### src/rtl/line_pkg.sv
// Shared line-coordinate constants used by the renderer and all line position counters.
package line_pkg;

    localparam int unsigned LINE_W     = 16;
    localparam int unsigned LINE_Y_MIN = 18;
    localparam int unsigned LINE_Y_MAX = 630;

endpackage

### src/rtl/line_pos_counter_if.sv
// Control/status bundle between the button/switch front end and line_pos_counter.
interface line_pos_counter_if
    import line_pkg::*;
#(
    parameter int unsigned WIDTH = LINE_W
);
    logic             UP;
    logic             DW;
    logic             LD;
    logic [WIDTH-1:0] D;
    logic [WIDTH-1:0] pos;
    logic             at_max;
    logic             at_min;
    logic             bound_hit;

    modport master (
        output UP, DW, LD, D,
        input  pos, at_max, at_min, bound_hit
    );

    modport slave (
        input  UP, DW, LD, D,
        output pos, at_max, at_min, bound_hit
    );
endinterface

### src/rtl/move_tick_gen.sv
// Move-rate prescaler: issues one move strobe every RATE cycles of a steady single-direction request.
module move_tick_gen #(
    parameter int unsigned RATE = 1
) (
    input  logic clk,
    input  logic reset,
    input  logic req_up,
    input  logic req_dw,
    input  logic clr,
    output logic move_up,
    output logic move_dw
);
    localparam int unsigned CW = (RATE > 1) ? $clog2(RATE) : 1;

    logic [CW-1:0] cnt;
    logic [CW-1:0] cnt_nxt;
    logic [CW-1:0] eff;
    logic          last_up;
    logic          last_dw;
    logic          active;
    logic          same;
    logic          fire;

    // A new or changed request starts counting from zero in its first cycle
    always_comb begin
        cnt_nxt = '0;
        active  = req_up ^ req_dw;
        same    = active && (req_up == last_up) && (req_dw == last_dw);
        eff     = same ? cnt : '0;
        fire    = active && !clr && (eff == CW'(RATE - 1));
        if (active && !clr && !fire) begin
            cnt_nxt = eff + CW'(1);
        end
        move_up = fire && req_up;
        move_dw = fire && req_dw;
    end

    always_ff @(posedge clk) begin
        if (reset) begin
            cnt     <= '0;
            last_up <= 1'b0;
            last_dw <= 1'b0;
        end else begin
            cnt     <= cnt_nxt;
            last_up <= req_up;
            last_dw <= req_dw;
        end
    end
endmodule

### src/rtl/line_pos_counter.sv
// Up/down screen-coordinate counter with rate prescaler, load clamp and bound-hit strobe.
// Define LINE_POS_WRAP_EN to wrap at the bounds instead of saturating.
module line_pos_counter
    import line_pkg::*;
#(
    parameter int unsigned WIDTH   = LINE_W,
    parameter int unsigned MIN_POS = LINE_Y_MIN,
    parameter int unsigned MAX_POS = LINE_Y_MAX,
    parameter int unsigned STEP    = 1,
    parameter int unsigned RATE    = 1
) (
    input  logic                clk,
    input  logic                reset,
    line_pos_counter_if.slave   bus
);
    if (!(MIN_POS < MAX_POS)) begin : g_bad_bounds
        $error("line_pos_counter: MIN_POS must be below MAX_POS");
    end
    if (!(longint'(MAX_POS) < (64'd1 << WIDTH))) begin : g_bad_width
        $error("line_pos_counter: MAX_POS does not fit in WIDTH bits");
    end
    if (!(STEP >= 1 && STEP <= MAX_POS - MIN_POS)) begin : g_bad_step
        $error("line_pos_counter: STEP out of range");
    end
    if (!(RATE >= 1)) begin : g_bad_rate
        $error("line_pos_counter: RATE must be at least 1");
    end

    localparam logic [WIDTH-1:0] MIN_W   = WIDTH'(MIN_POS);
    localparam logic [WIDTH-1:0] MAX_W   = WIDTH'(MAX_POS);
    localparam logic [WIDTH-1:0] STEP_W  = WIDTH'(STEP);
    localparam logic [WIDTH:0]   MAX_X   = (WIDTH+1)'(MAX_POS);
    localparam logic [WIDTH:0]   STEP_X  = (WIDTH+1)'(STEP);
    localparam logic [WIDTH:0]   FLOOR_X = (WIDTH+1)'(MIN_POS + STEP);

    logic [WIDTH-1:0] pos_q;
    logic [WIDTH-1:0] pos_nxt;
    logic [WIDTH:0]   sum;
    logic             hit_q;
    logic             hit_nxt;
    logic             at_max_q;
    logic             at_min_q;
    logic             move_up;
    logic             move_dw;

    move_tick_gen #(.RATE(RATE)) u_tick (
        .clk     (clk),
        .reset   (reset),
        .req_up  (bus.UP),
        .req_dw  (bus.DW),
        .clr     (bus.LD),
        .move_up (move_up),
        .move_dw (move_dw)
    );

    // Next position: load clamp first, then bounded move; wide sum avoids overflow
    always_comb begin
        pos_nxt = pos_q;
        hit_nxt = 1'b0;
        sum     = {1'b0, pos_q} + STEP_X;
        if (bus.LD) begin
            if (bus.D < MIN_W) begin
                pos_nxt = MIN_W;
            end else if (bus.D > MAX_W) begin
                pos_nxt = MAX_W;
            end else begin
                pos_nxt = bus.D;
            end
        end else if (move_up) begin
            if (sum <= MAX_X) begin
                pos_nxt = sum[WIDTH-1:0];
            end else begin
                hit_nxt = 1'b1;
`ifdef LINE_POS_WRAP_EN
                pos_nxt = MIN_W;
`else
                pos_nxt = MAX_W;
`endif
            end
        end else if (move_dw) begin
            if ({1'b0, pos_q} >= FLOOR_X) begin
                pos_nxt = pos_q - STEP_W;
            end else begin
                hit_nxt = 1'b1;
`ifdef LINE_POS_WRAP_EN
                pos_nxt = MAX_W;
`else
                pos_nxt = MIN_W;
`endif
            end
        end
    end

    // Flags are registered alongside pos so they always match it
    always_ff @(posedge clk) begin
        if (reset) begin
            pos_q    <= MIN_W;
            hit_q    <= 1'b0;
            at_max_q <= 1'b0;
            at_min_q <= 1'b1;
        end else begin
            pos_q    <= pos_nxt;
            hit_q    <= hit_nxt;
            at_max_q <= (pos_nxt == MAX_W);
            at_min_q <= (pos_nxt == MIN_W);
        end
    end

    assign bus.pos       = pos_q;
    assign bus.bound_hit = hit_q;
    assign bus.at_max    = at_max_q;
    assign bus.at_min    = at_min_q;
endmodule

### src/flat_wrapper.sv
// flat-port wrapper written by rule: the top's interface ports become plain ports
module line_pos_counter_flat import line_pkg::*;
#(
    parameter int unsigned WIDTH   = LINE_W,
    parameter int unsigned MIN_POS = LINE_Y_MIN,
    parameter int unsigned MAX_POS = LINE_Y_MAX,
    parameter int unsigned STEP    = 1,
    parameter int unsigned RATE    = 1
)
  (clk, reset, bus_UP, bus_DW, bus_LD, bus_D, bus_pos, bus_at_max, bus_at_min, bus_bound_hit);
  line_pos_counter_if #(.WIDTH(WIDTH)) bus_i ();
  input  logic clk;
  input  logic reset;
  input wire logic [$bits(bus_i.UP)-1:0] bus_UP;
  input wire logic [$bits(bus_i.DW)-1:0] bus_DW;
  input wire logic [$bits(bus_i.LD)-1:0] bus_LD;
  input wire logic [$bits(bus_i.D)-1:0] bus_D;
  output wire logic [$bits(bus_i.pos)-1:0] bus_pos;
  output wire logic [$bits(bus_i.at_max)-1:0] bus_at_max;
  output wire logic [$bits(bus_i.at_min)-1:0] bus_at_min;
  output wire logic [$bits(bus_i.bound_hit)-1:0] bus_bound_hit;
  assign bus_i.UP = bus_UP;
  assign bus_i.DW = bus_DW;
  assign bus_i.LD = bus_LD;
  assign bus_i.D = bus_D;
  assign bus_pos = bus_i.pos;
  assign bus_at_max = bus_i.at_max;
  assign bus_at_min = bus_i.at_min;
  assign bus_bound_hit = bus_i.bound_hit;
  line_pos_counter #(.WIDTH(WIDTH), .MIN_POS(MIN_POS), .MAX_POS(MAX_POS), .STEP(STEP), .RATE(RATE)) u_core (.clk(clk), .reset(reset), .bus(bus_i));
endmodule
### config.mk
export PLATFORM = sky130hd
export DESIGN_NAME = line_pos_counter_flat
export DESIGN_NICKNAME = d
export VERILOG_FILES = /design/src/rtl/line_pkg.sv /design/src/rtl/line_pos_counter_if.sv /design/src/rtl/move_tick_gen.sv /design/src/rtl/line_pos_counter.sv /design/src/flat_wrapper.sv
export SDC_FILE = /design/constraint.sdc
export NUM_CORES = 1
export LEC_CHECK = 0
export ABC_AREA = 1
export CELL_PAD_IN_SITES_DETAIL_PLACEMENT = 0
export CELL_PAD_IN_SITES_GLOBAL_PLACEMENT = 1
export CORE_ASPECT_RATIO = 0.7
export CORE_MARGIN = 5
export CORE_UTILIZATION = 35
export DETAILED_ROUTE_END_ITERATION = 7
export PLACE_DENSITY_LB_ADDON = 0.1
export RECOVER_POWER = 50
export SYNTH_ARGS = -nofsm -noshare
export SYNTH_HDL_FRONTEND = slang
export SYNTH_SLANG_ARGS = --single-unit
### constraint.sdc
create_clock -name clk -period 2.3 [get_ports clk]
set_input_delay 0.46 -clock clk [delete_from_list [all_inputs] [get_ports clk]]
set_output_delay 0.46 -clock clk [all_outputs]
set_load 0.05 [all_outputs]
* After elaboration in Yosys (flattened, before gate mapping)
Index checks and enable logic that the tools add are counted. W data, S select, Z words.
Word-level totals: flip-flop bits (word level) 22, input bits 21, output and inout port bits 19, logic and storage cells 44
Operators by class: add/subtract/negate cells 3, magnitude comparators 4, equal/unequal tests 4, multiplexer cells 12, bitwise logic cells 3, reduce and logical (&&, ||, !) cells 11
Operators with widths (count):
- $mux W16 | 7
- $add A16 B1 Y17 const B | 1
- $le A17 B10 Y1 const B | 1
- $eq A16 B10 Y1 const B | 1
- $eq A16 B5 Y1 const B | 1
- $ge A16 B5 Y1 const B | 1
- $gt A16 B10 Y1 const B | 1
- $lt A16 B5 Y1 const B | 1
- $sub A16 B1 Y16 const B | 1
- $logic_and A1 B1 Y1 | 7
- $mux W1 | 5
- $reduce_or A2 Y1 | 2
- $eq A1 B1 Y1 | 2
- $logic_not A1 Y1 | 2
- $not A1 Y1 | 2
- $add A1 B1 Y1 const B | 1
- $xor A1 B1 Y1 | 1

* Depth between registers and ports, before layout
Gate-level depths: netlist of run 1.
word-level depth 11, gate-level depth with buffers 20, mapped depth without buffers 20

* Hierarchy
Synthesis of run 1 repeated with hierarchy kept, for this count alone.
Second synthesis, totals: cell total of the unflattened synthesis 393, area, all modules 2265.9 sq um
By module, submodules not included:
- line_pos_counter | times used 1, cells each 369, area an instance 2123.3 sq um, sequential area each 380.4 sq um
- move_tick_gen | times used 1, cells each 24, area an instance 142.6 sq um, sequential area each 60.1 sq um

* Worst setup path before layout of run 1
OpenSTA, ideal clock, no wires.
kind reg2reg, start reg u_core.pos_q[0], in the netlist u_core.bus.pos[0], end reg u_core.at_min_q, in the netlist u_core.bus.at_min, setup time 0.059 ns, arrival time 2.508 ns, data required time 2.241 ns, path slack -0.267 ns, cell stages (with the launch flop) 18, buffers on the path 0, period minus slack after synthesis 2.567 ns, path through dfxtp_1 inv_1 ha_1 inv_1 or2_2 nor2_1 nor2_1 nor2_1 nand2_1 nand2_1 nand2_1 nand2_2 nand2_2 a21oi_1 nand3_1 nor2_1 nand3_1 nand2_1
Between the ends: cells in the longest elaborated chain, start to end 6, elaborated cells on any way between the ends 10, those cells by class add/sub (2); order compare (2); eq/ne (1); mux (5)
Ends and longest elaborated chain:
- from (decl) | RTL line line_pos_counter.sv:36 | logic [WIDTH-1:0] pos_q;
- from (signal assigned) | RTL line line_pos_counter.sv:102 | pos_q <= pos_nxt;
- $add A16 B1 Y17, or another cell as far along | RTL line line_pos_counter.sv:60 | sum = {1'b0, pos_q} + STEP_X;
- $le A17 B10 Y1 or $mux W16 (tied branches) | RTL line line_pos_counter.sv:70, line_pos_counter.sv:81
- $mux W16 (on tied branches) | RTL line line_pos_counter.sv:70, line_pos_counter.sv:80
- $mux W16 * | RTL line line_pos_counter.sv:69 | end else if (move_up) begin
- $mux W16 * | RTL line line_pos_counter.sv:61 | if (bus.LD) begin
- $eq A16 B5 Y1 * | RTL line line_pos_counter.sv:105 | at_min_q <= (pos_nxt == MIN_W);
- to (signal assigned) | RTL line line_pos_counter.sv:105
- to (decl) | RTL line line_pos_counter.sv:42 | logic at_min_q;
Mark *: on every way between the ends. The rest lies on a longest branch, timed or not. A chain may end at the register's enable or synchronous reset.

* Worst setup path after layout of run 1
start reg u_core.pos_q[1], in the netlist u_core.bus.pos[1], end reg u_core.at_min_q, in the netlist u_core.bus.at_min
Same word-level chain as after synthesis.

==> results of run 1 <==
## sequential cells by signal, summed over array words and instances (netlist names)
register and cells:
u_core.bus.bound_hit 1, u_core.bus.at_max 1, u_core.u_tick.last_dw 1, u_core.u_tick.last_up 1, u_core.bus.at_min 1, u_core.bus.pos 16
u_core.u_tick.cnt 1
## worst max-delay path, delay by kind of cell, from the launching register on
family / cells / cell delay [ps]
adder cells (fa/ha/maj): 1 / 200
buffers and inverters: 3 / 300
flip-flops: 1 / 390
AND/OR/NAND/NOR: 14 / 1280
## metrics by stage
stage	TNS (ps)	power [W]	utilization	cell area [sq um]	hold slack, ps
after global placement	-532	0.000707	0.520	2990	877
after CTS	0	0.000954	0.536	3080	854
after detailed placement	-861	0.000707	0.520	2990	875
after global routing	-480	0.00103	0.562	3230	854
after floorplan	0	0.000567	-	2100	567
final	0	0.000973	0.562	3230	796
## final timing paths
path / endpoint / from / slack (ps) / depth (start not counted)
worst max-delay path: u_core.bus.at_min / u_core.bus.pos[1] / 50 / 18
worst min-delay path: u_core.bus.pos[10] / u_core.bus.pos[10] / 800 / 4
worst max register to register: u_core.bus.at_min / u_core.bus.pos[1] / 50 / 18
worst min register to register: u_core.bus.pos[10] / u_core.bus.pos[10] / 800 / 4
## metal layers
layer	share of wire	vias to the layer above	GRT usage
li1	-	1422	-
met1	0.52	1265	0.353
met4	0.0045	0	0.0291
met5	0	-	0
met2	0.38	112	0.297
met3	0.093	4	0.0403
## repair_timing
| action | in CTS | in global routing |
|---|---|---|
| gates resized for setup | 13 | 28 |
| setup buffers | 1 | 7 |
| cloned | 0 | 0 |
| pin swaps | 0 | 22 |
| setup endpoints to repair | 2 | 11 |
| hold buffers | 0 | 0 |
## logic make-up after synthesis
logic type	synth area share
compound gates	0.0875
xor+xnor	0.0378
fa+ha+maj	0.0180
buf+inv	0.0953
flops	0.211
other cells	0.00180
simple gates	0.549
## layout by cell type, fill, tap and decap left out, types with 3 or more instances in the layout
cell and count:
nand2_1 92, inv_1 35, nor2_2 7, o21ai_1 4
nand2_2 6, nand4_1 17, dfxtp_1 13, nor2_1 68
inv_2 3, o21ai_0 13, nand3_2 4, nor3_1 6
buf_4 69, nand3_1 41, nor2_4 5, a21oi_2 9
nand2_4 4, clkdlybuf4s50_1 36, clkbuf_8 3, dfxtp_2 7
dlygate4sd3_1 3, xor2_1 9, a21oi_1 5
## layout make-up
type	count	area (sq um)	share of cell area
Clock buffer	4	45.0	0.0139
Inverter	40	158	0.0488
Multi-Input combinational cell	305	1570	0.486
Sequential cell	22	457	0.141
Tap cell	75	93.8	0.0290
Timing Repair Buffer	108	908	0.281
## power by group through the flow
stage / combinational [W] / sequential [W] / clock (W)
floorplan: 0.000125 / 0.000442 / 0
global placement: 0.000291 / 0.000416 / 0
detailed placement: 0.000291 / 0.000416 / 0
CTS: 0.000299 / 0.000407 / 0.000249
global route: 0.000350 / 0.000410 / 0.000268
finish: 0.000322 / 0.000408 / 0.000243
==> results.sh, run 1 <==
export IMPL_io_buffers=39
export IMPL_synth_top_cells_by_count="nand2_1 (97), nor2_1 (72), nand3_1 (43)"
export IMPL_place_gp_congestion=0.963
export IMPL_hpwl_um=6550
export IMPL_power_density_nw_per_um2=301
export IMPL_hold_violations=0
export IMPL_die_x_um=102
export IMPL_yosys_area_top_type="dfxtp_1"
export IMPL_die_height_um=74.6
export IMPL_cts_tree="yes"
export IMPL_cts_max_path_buffers=2
export IMPL_cpPeakStageDelay_ps=390
export IMPL_slew_violations=0
export IMPL_diodes=0
export IMPL_grtUsageTotal=0.217
export IMPL_io_pins=40
export IMPL_p_leak_nw=1.58
export IMPL_clock_latency_ps=260
export IMPL_area_growth_synth_to_final_pct=54.9
export IMPL_synth_edff_count=0
export IMPL_crit_top_cell="nand2_1"
export IMPL_htreeDepth=1
export IMPL_drc_errors=0
export IMPL_drive_gt1_frac=0.265
export IMPL_hold_class="flip-flop to flip-flop"
export IMPL_p_int_w=0.000657
export IMPL_end_kind="flip-flop"
export IMPL_arrival_ps=2460
export IMPL_synthCells=377
export IMPL_p_comb_frac=0.330
export IMPL_synthArstFlopShare=0
export IMPL_dpl_worst_slack_ps=-226
export IMPL_vias=2803
export IMPL_grt_max_degree=20
export IMPL_final_setup_viol_count=0
export IMPL_ant_nets=0
export IMPL_cts_clk_slew_worst_paths_ps=80
export IMPL_synth_top_area_share=0.211
export IMPL_skew_ps=9.12
export IMPL_setup_slack_ps=45.1
export IMPL_finalWirelength_um=7920
export IMPL_ir_drop_v=0.000194
export IMPL_required_ps=2510
export IMPL_rows=23
export IMPL_wl_per_cell_um=14.3
export IMPL_synth_seq_cells=22
export IMPL_design_core_area_sq_um=5760
export IMPL_grt_pass1_vias=2602
export IMPL_fin_nets=504
export IMPL_outcome="finished, final reports clean"
export IMPL_initial_core_util=0.363
export IMPL_yosys_warnings=0
export IMPL_antenna_found_initial=0
export IMPL_clockPowerShare=0.250
export IMPL_finalNonFillerCells=554
export IMPL_fmax_mhz=443
export IMPL_clock_sinks=22
export IMPL_grt_overflow_total=0
export IMPL_place_inst=542
export IMPL_synth_distinct_cells=30
export IMPL_switching_share=0.325
export IMPL_cts_root_buffer="clkbuf_8"
export IMPL_grt_pass1_wl_um=12900
export IMPL_seq_area_frac_synth=0.211
export IMPL_ys_flop_type="dfxtp_1"
export IMPL_rsz0062_at_grt="yes"
export IMPL_crit_type="flip-flop to flip-flop"
export IMPL_cts_inserted_buffers=3
export IMPL_drtPass1Iterations=5
export IMPL_syn_num_nets=401
export IMPL_path_cells="ha_2, inv_1, nor2_4, buf_4, nand4_1, nand2_1, nand3_2, nor2_4, nand2_4, nand2_4, nand2_2, nand2_1, nand2_1, inv_1, nand2_1, nor2_1, nand3_1, nand2_1"
export IMPL_cp_max_fo=5
export IMPL_start_kind="flip-flop"
export IMPL_viasPerCell=5.06
export IMPL_post_route_period_util=0.980
export IMPL_slowest_stage="dfxtp_4"
export IMPL_relSlewSlack=0.655
export IMPL_yosysMostFrequentCell="nand2_1"
export IMPL_maxCapViolations=0
export IMPL_finalCriticalPeriod_ps=2250
export IMPL_drt_initial_drc_count=165
export IMPL_avgSynthCellArea_sq_um=5.54
export IMPL_power_switching_w=0.000316
export IMPL_fp_dieArea_sq_um=7630
export IMPL_p_seq_frac=0.420
export IMPL_synth_area_leaders="dfxtp_1 (21%), nand2_1 (17%), nor2_1 (13%), nand3_1 (10%), inv_1 (6.8%)"
export IMPL_synth_area_sq_um=2090
export IMPL_n_fill_cell=586
export IMPL_worst_pin_slew_ps=516
Note: power is estimated with default switching activity, not from simulation.
==> run 2, diff against run 1 <==
SLEW_MARGIN = 20   (was unset)
==> results of run 2 <==
Same layout as run 1: the final DEF is identical, and so are final timing and power.
